==> src/rtl/vx_commit_arbiter.sv <==
// Commit arbiter for one issue slot: merges ALU/LSU/FPU/SFU commit beats into one
// registered writeback stream with round-robin arbitration, a grant that stays on one
// source for the whole sop..eop packet, and the retired-instruction counter.
module vx_commit_arbiter #(
    parameter int unsigned NUM_REQS    = 4,
    parameter int unsigned NUM_THREADS = 4,
    parameter int unsigned NW_BITS     = 2,
    parameter int unsigned NR_BITS     = 5,
    parameter int unsigned XLEN        = 32,
    localparam int unsigned SRC_W      = (NUM_REQS > 1) ? $clog2(NUM_REQS) : 1,
    localparam int unsigned DATA_W     = NUM_THREADS * XLEN
) (
    input  logic                            clk,
    input  logic                            reset,
    input  logic [NUM_REQS-1:0]             in_valid,
    output logic [NUM_REQS-1:0]             in_ready,
    input  logic [NUM_REQS*NW_BITS-1:0]     in_wid,
    input  logic [NUM_REQS*NUM_THREADS-1:0] in_tmask,
    input  logic [NUM_REQS*XLEN-1:0]        in_pc,
    input  logic [NUM_REQS-1:0]             in_wb,
    input  logic [NUM_REQS*NR_BITS-1:0]     in_rd,
    input  logic [NUM_REQS*DATA_W-1:0]      in_data,
    input  logic [NUM_REQS-1:0]             in_eop,
    output logic                            wb_valid,
    input  logic                            wb_ready,
    output logic [NW_BITS-1:0]              wb_wid,
    output logic [NUM_THREADS-1:0]          wb_tmask,
    output logic [XLEN-1:0]                 wb_pc,
    output logic                            wb_wb,
    output logic [NR_BITS-1:0]              wb_rd,
    output logic [DATA_W-1:0]               wb_data,
    output logic                            wb_eop,
    output logic [SRC_W-1:0]                wb_src,
    output logic [63:0]                     instret
);

    logic [SRC_W-1:0]       rr_ptr;
    logic                   lock;
    logic [SRC_W-1:0]       lock_src;

    logic                   load;
    logic                   fire;
    logic                   grant_valid;
    logic [SRC_W-1:0]       grant;
    logic [SRC_W-1:0]       grant_inc;
    int                     idx;

    logic [NW_BITS-1:0]     sel_wid;
    logic [NUM_THREADS-1:0] sel_tmask;
    logic [XLEN-1:0]        sel_pc;
    logic                   sel_wb;
    logic [NR_BITS-1:0]     sel_rd;
    logic [DATA_W-1:0]      sel_data;
    logic                   sel_eop;

    assign load = !wb_valid || wb_ready;
    assign fire = load && grant_valid;
    assign grant_inc = (grant == SRC_W'(NUM_REQS - 1)) ? '0 : SRC_W'(grant + SRC_W'(1));

    // Grant: locked source only, else first valid source at or after rr_ptr (wrapping).
    // Scanning from the farthest candidate back to rr_ptr lets the nearest one win.
    always_comb begin
        grant       = '0;
        grant_valid = 1'b0;
        idx         = 0;
        if (lock) begin
            grant       = lock_src;
            grant_valid = in_valid[lock_src];
        end else begin
            for (int k = int'(NUM_REQS) - 1; k >= 0; k--) begin
                idx = int'(rr_ptr) + k;
                if (idx >= int'(NUM_REQS)) begin
                    idx = idx - int'(NUM_REQS);
                end
                if (in_valid[idx[SRC_W-1:0]]) begin
                    grant       = idx[SRC_W-1:0];
                    grant_valid = 1'b1;
                end
            end
        end
    end

    // Only the granted source sees ready; held low while reset is asserted.
    always_comb begin
        in_ready = '0;
        if (reset && fire) begin
            in_ready[grant] = 1'b1;
        end
    end

    // Payload mux for the granted source.
    always_comb begin
        sel_wid   = '0;
        sel_tmask = '0;
        sel_pc    = '0;
        sel_wb    = 1'b0;
        sel_rd    = '0;
        sel_data  = '0;
        sel_eop   = 1'b0;
        for (int i = 0; i < int'(NUM_REQS); i++) begin
            if (grant == SRC_W'(i)) begin
                sel_wid   = in_wid[i*NW_BITS +: NW_BITS];
                sel_tmask = in_tmask[i*NUM_THREADS +: NUM_THREADS];
                sel_pc    = in_pc[i*XLEN +: XLEN];
                sel_wb    = in_wb[i];
                sel_rd    = in_rd[i*NR_BITS +: NR_BITS];
                sel_data  = in_data[i*DATA_W +: DATA_W];
                sel_eop   = in_eop[i];
            end
        end
    end

    always_ff @(posedge clk or negedge reset) begin
        if (!reset) begin
            wb_valid <= 1'b0;
            wb_wid   <= '0;
            wb_tmask <= '0;
            wb_pc    <= '0;
            wb_wb    <= 1'b0;
            wb_rd    <= '0;
            wb_data  <= '0;
            wb_eop   <= 1'b0;
            wb_src   <= '0;
            rr_ptr   <= '0;
            lock     <= 1'b0;
            lock_src <= '0;
        end else if (fire) begin
            wb_valid <= 1'b1;
            wb_wid   <= sel_wid;
            wb_tmask <= sel_tmask;
            wb_pc    <= sel_pc;
            wb_wb    <= sel_wb;
            wb_rd    <= sel_rd;
            wb_data  <= sel_data;
            wb_eop   <= sel_eop;
            wb_src   <= grant;
            if (sel_eop) begin
                rr_ptr <= grant_inc;
                lock   <= 1'b0;
            end else begin
                lock     <= 1'b1;
                lock_src <= grant;
            end
        end else if (load) begin
            wb_valid <= 1'b0;
        end
    end

    // Retirement is counted at the output handshake of the last beat.
    always_ff @(posedge clk or negedge reset) begin
        if (!reset) begin
            instret <= '0;
        end else if (wb_valid && wb_ready && wb_eop) begin
            instret <= instret + 64'd1;
        end
    end

endmodule

==> config.mk <==
export PLATFORM = sky130hd
export DESIGN_NAME = vx_commit_arbiter
export DESIGN_NICKNAME = d
export VERILOG_FILES = /design/src/rtl/vx_commit_arbiter.sv
export SDC_FILE = /design/constraint.sdc
export NUM_CORES = 1
export LEC_CHECK = 0
export CAP_MARGIN = 10
export CELL_PAD_IN_SITES_DETAIL_PLACEMENT = 1
export CELL_PAD_IN_SITES_GLOBAL_PLACEMENT = 1
export CORE_AREA = 5 5 366 368
export DETAILED_ROUTE_END_ITERATION = 16
export DIE_AREA = 0 0 371 373
export HOLD_SLACK_MARGIN = 0.15
export PLACE_DENSITY = 0.47
export SYNTH_ARGS = -nofsm -noshare
export SYNTH_HDL_FRONTEND = slang
export SYNTH_SLANG_ARGS = --single-unit
==> constraint.sdc <==
create_clock -name clk -period 9.2 [get_ports clk]
set_input_delay 2.3 -clock clk [delete_from_list [all_inputs] [get_ports clk]]
set_output_delay 2.3 -clock clk [all_outputs]
set_load 0.1 [all_outputs]
# Word level (Yosys, flattened, before mapping)
# Cells that the tools add are included.
[classes]
n_addsub = 9
magnitude_cmp = 11
eq_ne = 3
muxes = 63
bitwise = 1
reduce_logical = 11
[op_table]
columns = ["operator", "n"]
rows = [
  ["2-to-1 mux 128 bit", 4],
  ["2-to-1 mux 32 bit", 4],
  ["adder 64 x 1 -> 64 bit (second input constant)", 1],
  ["2-to-1 mux 2 bit", 18],
  ["2-to-1 mux 1 bit", 22],
  ["2-to-1 mux 4 bit", 5],
  ["2-to-1 mux 5 bit", 4],
  ["< comparator 2 x 3 -> 1 bit (second input constant)", 6],
  ["binary-select mux 1 bit (select 2 bit)", 5],
  ["greater-or-equal comparator 3 bit (second input constant)", 3],
  ["subtractor 2 x 1 -> 2 bit (second input constant)", 4],
  ["adder 2 x 2 -> 3 bit (second input constant)", 2],
  ["logical AND 1 bit", 5],
  ["equality test 2 bit (second input constant)", 2],
  ["AND reduction 2 bit", 2],
  ["adder 2 x 1 -> 3 bit (second input constant)", 1],
  ["greater-or-equal comparator 2 x 3 -> 1 bit (second input constant)", 1],
  ["adder 2 x 1 -> 2 bit (second input constant)", 1],
  ["demux 1 bit (select 2 bit)", 1],
  ["equality test 2 x 1 -> 1 bit (second input constant)", 1],
  ["greater-or-equal comparator 2 x 1 -> 1 bit (second input constant)", 1],
  ["zero test 2 bit", 1],
  ["nonzero test 2 bit", 1],
  ["zero test 1 bit", 1],
  ["other kinds (2)", 2],
]
[totals]
ff_bits = 245
inputBits = 699
out_inout_bits = 244
elab_cells = 111

# Longest topological paths before layout
[logic_depth]
word_depth = 18
ltp_mapped = 14

# Worst setup path before layout
# Ideal clock, no wire load.
[synth_timing]
path_type = "in2out"
from = "in in_valid[0]"
to = "out in_ready[2]"
arrival_time_ns = 4.888
t_required_ns = 6.900
slack_ns = 2.012
path_stages = 8
path_buffers = 2
cell_sequence = "nand2_1 > a21oi_1 > a21oi_1 > o311ai_0 > ha_1 > clkbuf_1 > clkbuf_1 > and3_1"
[synth_between]
elab_chain_cells = 12
elab_cells_between_ends = 28
classes_between = "order compare: 2; mux: 23; reduce/logical: 3"
[synth_rtl]
columns = ["item", "line", "source"]
rows = [
  ["from (decl)", "15", "input logic [NUM_REQS-1:0] in_valid,"],
  ["binary-select mux 1 bit (select 2 bit)", "75", "if (in_valid[idx[SRC_W-1:0]]) begin"],
  ["2-to-1 mux 1 bit (implied by the code)", "75", ""],
  ["2-to-1 mux 2 bit (4 in series)", "75", ""],
  ["2-to-1 mux 2 bit", "66", "if (lock) begin"],
  ["< comparator 2 x 3 -> 1 bit (implied by the code) / greater-or-equal comparator 2 x 1 -> 1 bit (equally long branches)", "87", "in_ready[grant] = 1'b1;"],
  ["logical AND 1 bit (implied by the code)", "87", ""],
  ["2-to-1 mux 1 bit (implied by the code)", "87", ""],
  ["demux 1 bit (select 2 bit)", "87", ""],
  ["2-to-1 mux 4 bit (*)", "86", "if (reset && fire) begin"],
  ["to (decl)", "16", "output logic [NUM_REQS-1:0] in_ready,"],
]
# Every way passes the cells marked *; elsewhere a longest branch is shown, timed or not. The select of a mux whose other input is x is not followed.

# Worst setup path after layout
[layout_timing]
from = "in in_valid[1]"
to = "out in_ready[1]"
[layout_between]
elab_chain_cells = 12
elab_cells_between_ends = 28
classes_between = "order compare: 2; mux: 23; reduce/logical: 3"
[layout_rtl]
columns = ["item", "line", "source"]
rows = [
  ["binary-select mux 1 bit (select 2 bit)", "75", ""],
  ["2-to-1 mux 1 bit (implied by the code)", "75", ""],
  ["2-to-1 mux 2 bit (3 in series)", "75", ""],
  ["2-to-1 mux 2 bit (*)", "75", ""],
  ["2-to-1 mux 2 bit (*)", "66", ""],
  ["named net grant[0]", "44", "logic [SRC_W-1:0] grant;"],
  ["< comparator 2 x 3 -> 1 bit (implied by the code) / greater-or-equal comparator 2 x 1 -> 1 bit (equally long branches)", "87", ""],
  ["logical AND 1 bit (implied by the code)", "87", ""],
  ["2-to-1 mux 1 bit (implied by the code)", "87", ""],
  ["demux 1 bit (select 2 bit) (*)", "87", ""],
  ["2-to-1 mux 4 bit (*)", "86", ""],
]
# The timed path passes the listed nets; every way through them passes the cells marked *. The select of a mux whose other input is x is not followed.

==> results_tabular.tex <==
\begin{tabular}{lr}
\hline
Metric & Value \\
\hline
\multicolumn{2}{l}{\textbf{Clock network}} \\
Clock-pin slew of the registers on the worst-case setup and hold paths & 0.05 ns \\
Root buffer cell & sky130\_fd\_sc\_hd\_\_clkbuf\_16 \\
Clock buffer count from CTS & 36 \\
Number of hold buffers added after cts & 0 \\
Number of sinks handled by clock tree synthesis & 245 \\
Max Buffers Root-to-Sink & 3 \\
TritonCTS clock tree & yes \\
CTS H-tree lvls & 2 \\
Resized cells post-CTS & 0 \\
Clock latency on the worst-skew pair & 0.58 ns \\
Setup bufs post-CTS & 0 \\
\multicolumn{2}{l}{\textbf{Pwr}} \\
Max rail drop VDD & 0.000312 V \\
Leak pwr & 10.1 nW \\
Total power divided by cell area & 443 nW/um2 \\
\multicolumn{2}{l}{\textbf{Status}} \\
Run status & completed \\
\multicolumn{2}{l}{\textbf{Route}} \\
Number of remaining DRC errors & 0 \\
Wire length per cell after detailed routing & 22.9 um \\
Drt first pass iters & 5 \\
Routed Wire Length & 99200 um \\
Antenna viol nets, final & 0 \\
DR vias & 16576 \\
Mean number of vias per cell & 3.82 \\
DRT iter0 DRCs & 713 \\
\multicolumn{2}{l}{\textbf{Setup path}} \\
Critical Path Sink Type & output port \\
Worst Setup Start Kind & primary input \\
Maximum fanout count along the critical path & 8 \\
Crit path arrival time & 5.40 ns \\
Start-to-end type of the worst setup path & primary input to output port \\
Endpoint required time on the critical path & 6.90 ns \\
R2R Setup Slk & 4.98 ns \\
\multicolumn{2}{l}{\textbf{Global route}} \\
Initial antenna violation count & 12 \\
Pin count of the biggest net entering global routing & 169 \\
Total GRT Usage & 13.8\% \\
Global-route wire length before repair & 138000 um \\
Total grt overflow & 0 \\
Via count of the first global-routing pass & 17916 \\
\multicolumn{2}{l}{\textbf{STA}} \\
Total count of hold-check failures in the final report & 0 \\
Worst-case clock skew & 0.0279 ns \\
Tightest slew margin relative to the limit & 21.5\% \\
Unrepaired setup endpoints after global routing & false \\
Min cycle time layout & 7.70 ns \\
Period Utilization, post-route & 83.7\% \\
Maximum frequency from static timing analysis & 130 MHz \\
Number of max-slew violations in the final report & 0 \\
Setup Total Neg Slack & 0 ns \\
Final Setup Violations & 0 \\
Worst hold slack after final layout & 0.471 ns \\
Pin slew with the least headroom to its limit & 1.17 ns \\
\multicolumn{2}{l}{\textbf{Logic synthesis}} \\
Synthesized area & 14400 um2 \\
Number of enable-type register cells in the synthesized netlist & 0 \\
Compound-gate portion of the synthesized area & 23.3\% \\
Share of synthesized flip-flops with an asynchronous set or reset & 100\% \\
Mean cell area of the mapped netlist & 8.51 um2 \\
XOR/XNOR share of the synthesized area & 3.83\% \\
Netlist cell types & 48 \\
Syn Inst Count & 1693 \\
Simple logic cell fraction of the synthesized area & 24.1\% \\
Share of synthesized cell area in full adder, half adder and majority cells & 0.434\% \\
Combinational family with the most area after synthesis & simple AND/OR/NAND/NOR gates \\
Syn nets & 2397 \\
Ys Warns & 0 \\
Number of register bits inferred by synthesis & 245 \\
Ys flop type & sky130\_fd\_sc\_hd\_\_dfrtp\_1 \\
Sequential area share after synthesis & 42.6\% \\
Mux share of post-synthesis cell area & 0.460\% \\
\multicolumn{2}{l}{\textbf{Floorplanning}} \\
Std-Cell Core Area & 130000 um2 \\
Placement row count & 133 \\
IO Count & 943 \\
Floorplan die height & 373 um \\
X dimension of the die & 371 um \\
Effective utilization at floorplan & 11.0\% \\
DIE AREA & 138000 um2 \\
\multicolumn{2}{l}{\textbf{Layout}} \\
Number of nets at the end of the flow & 3254 \\
Leading cell types in the layout, fill and taps excluded & sky130\_fd\_sc\_hd\_\_clkdlybuf4s50\_1 (905), sky130\_fd\_sc\_hd\_\_dfrtp\_1 (245), sky130\_fd\_sc\_hd\_\_nand2\_1 (200) \\
Fraction of final layout cells sized beyond drive strength 1 & 5.79\% \\
Filler instances & 15353 \\
Final Cell Area & 26900 um2 \\
Syn-to-layout area delta & 86.9\% \\
Most common cell after layout, fill and taps aside & sky130\_fd\_sc\_hd\_\_clkdlybuf4s50\_1 \\
\multicolumn{2}{l}{\textbf{Placed design}} \\
Final weighted congestion of routability-driven global placement & 0.805 \\
Placed wire-length estimate after detailed placement & 80500 um \\
Cell area after placement & 25600 um2 \\
Count of buffers inserted at the top-level ports & 942 \\
\multicolumn{2}{l}{\textbf{Flow run}} \\
Reported max-cap violation count & 0 \\
\multicolumn{2}{l}{\textbf{Hold path}} \\
Classification of the worst-slack hold path & flip-flop to flip-flop \\
\hline
\end{tabular}
## through the flow
| stage | cells | power (mW) | util, % | worst slack (ns) |
|---|---|---|---|---|
| detailed placement | 4267 | 10.6 | 19.6 | 1.55 |
| finish | 4336 | 11.9 | 20.6 | 1.50 |
| CTS | 4330 | 12.3 | 20.6 | 1.52 |
| global placement | 4267 | 10.6 | 19.6 | 1.56 |
| floorplan | 1693 | 7.54 | - | 2.01 |
| global route | 4334 | 12.8 | 20.6 | 1.35 |
## worst max-delay path, cell delays in order
cell	delay (ns)
sky130_fd_sc_hd__clkdlybuf4s50_1	0.62
sky130_fd_sc_hd__nor2b_1	0.22
sky130_fd_sc_hd__a21oi_1	0.06
sky130_fd_sc_hd__o21ai_0	0.17
sky130_fd_sc_hd__o311ai_0	0.17
sky130_fd_sc_hd__buf_4	0.20
sky130_fd_sc_hd__inv_1	0.16
sky130_fd_sc_hd__ha_4	0.19
sky130_fd_sc_hd__and3_1	0.17
sky130_fd_sc_hd__clkdlybuf4s50_1	1.14
## cells by family (layout without fill, tap and decap cells)
family	Yosys count	count (layout)
other cells	0	6
flops	245	245
compound gates	535	535
simple gates	672	672
mux	5	5
buf+inv	168	1050
fa+ha+maj	5	5
xor+xnor	63	63
## state kept, by name, indices dropped and copies added (netlist names)
register and count:
wb_data 128, lock 1, wb_eop 1, lock_src 2
wb_tmask 4, instret 64, wb_rd 5, wb_pc 32
wb_valid 1, wb_wb 1, wb_wid 2, rr_ptr 2
wb_src 2
## cells in the mapped netlist (13+ instances only)
cell type | instances | area, um2
sky130_fd_sc_hd__buf_2 | 16 | 80.1
sky130_fd_sc_hd__dfrtp_1 | 245 | 6130
sky130_fd_sc_hd__nand2_1 | 200 | 751
sky130_fd_sc_hd__a221oi_1 | 172 | 1510
sky130_fd_sc_hd__o21ai_0 | 66 | 330
sky130_fd_sc_hd__nor2b_1 | 176 | 1100
sky130_fd_sc_hd__nand4_1 | 19 | 119
sky130_fd_sc_hd__nand3_1 | 28 | 140
sky130_fd_sc_hd__a21oi_1 | 180 | 901
sky130_fd_sc_hd__inv_1 | 13 | 48.8
sky130_fd_sc_hd__clkbuf_1 | 118 | 443
sky130_fd_sc_hd__xnor2_1 | 38 | 333
sky130_fd_sc_hd__buf_6 | 14 | 158
sky130_fd_sc_hd__o21ai_1 | 108 | 541
sky130_fd_sc_hd__nor2_1 | 19 | 71.3
sky130_fd_sc_hd__nor3_1 | 187 | 936
sky130_fd_sc_hd__xor2_1 | 25 | 219
## path summary, 6_finish.rpt
kind,from,to,cells past startpoint
setup / recovery,in_valid[1],in_ready[1],10
hold / removal,instret[63],instret[63],1
setup reg to reg,rr_ptr[1],wb_data[56],13
hold reg to reg,instret[63],instret[63],1
max in group asynchronous,reset,wb_data[29],3
min in group asynchronous,reset,wb_rd[0],1
## report_power, final
part	switching [mW]	leakage [nW]	internal (mW)
clock	0.581	0.643	0.973
sequential	0.229	3.14	1.48
combinational	6.27	6.29	2.40
## metal layers
| layer | track usage, % | vias up | wire [um] |
|---|---|---|---|
| met4 | 4.10 | 4 | 2630 |
| met5 | 0 | - | 31 |
| li1 | - | 7933 | - |
| met3 | 5.43 | 96 | 8920 |
| met2 | 23.2 | 544 | 47700 |
| met1 | 16.1 | 7999 | 39900 |
## area by class of cell
cell class	instances	area [um2]	area share (%)
Timing Repair Buffer	974	9670	35.9
Multi-Input combinational cell	1280	7550	28.1
Sequential cell	245	6130	22.8
Tap cell	1755	2200	8.16
Clock buffer	49	1050	3.90
Clock inverter	14	259	0.962
Inverter	13	48.8	0.181
Antenna cell	6	15.0	0.0558
Note: power is estimated with default switching activity, not from simulation.
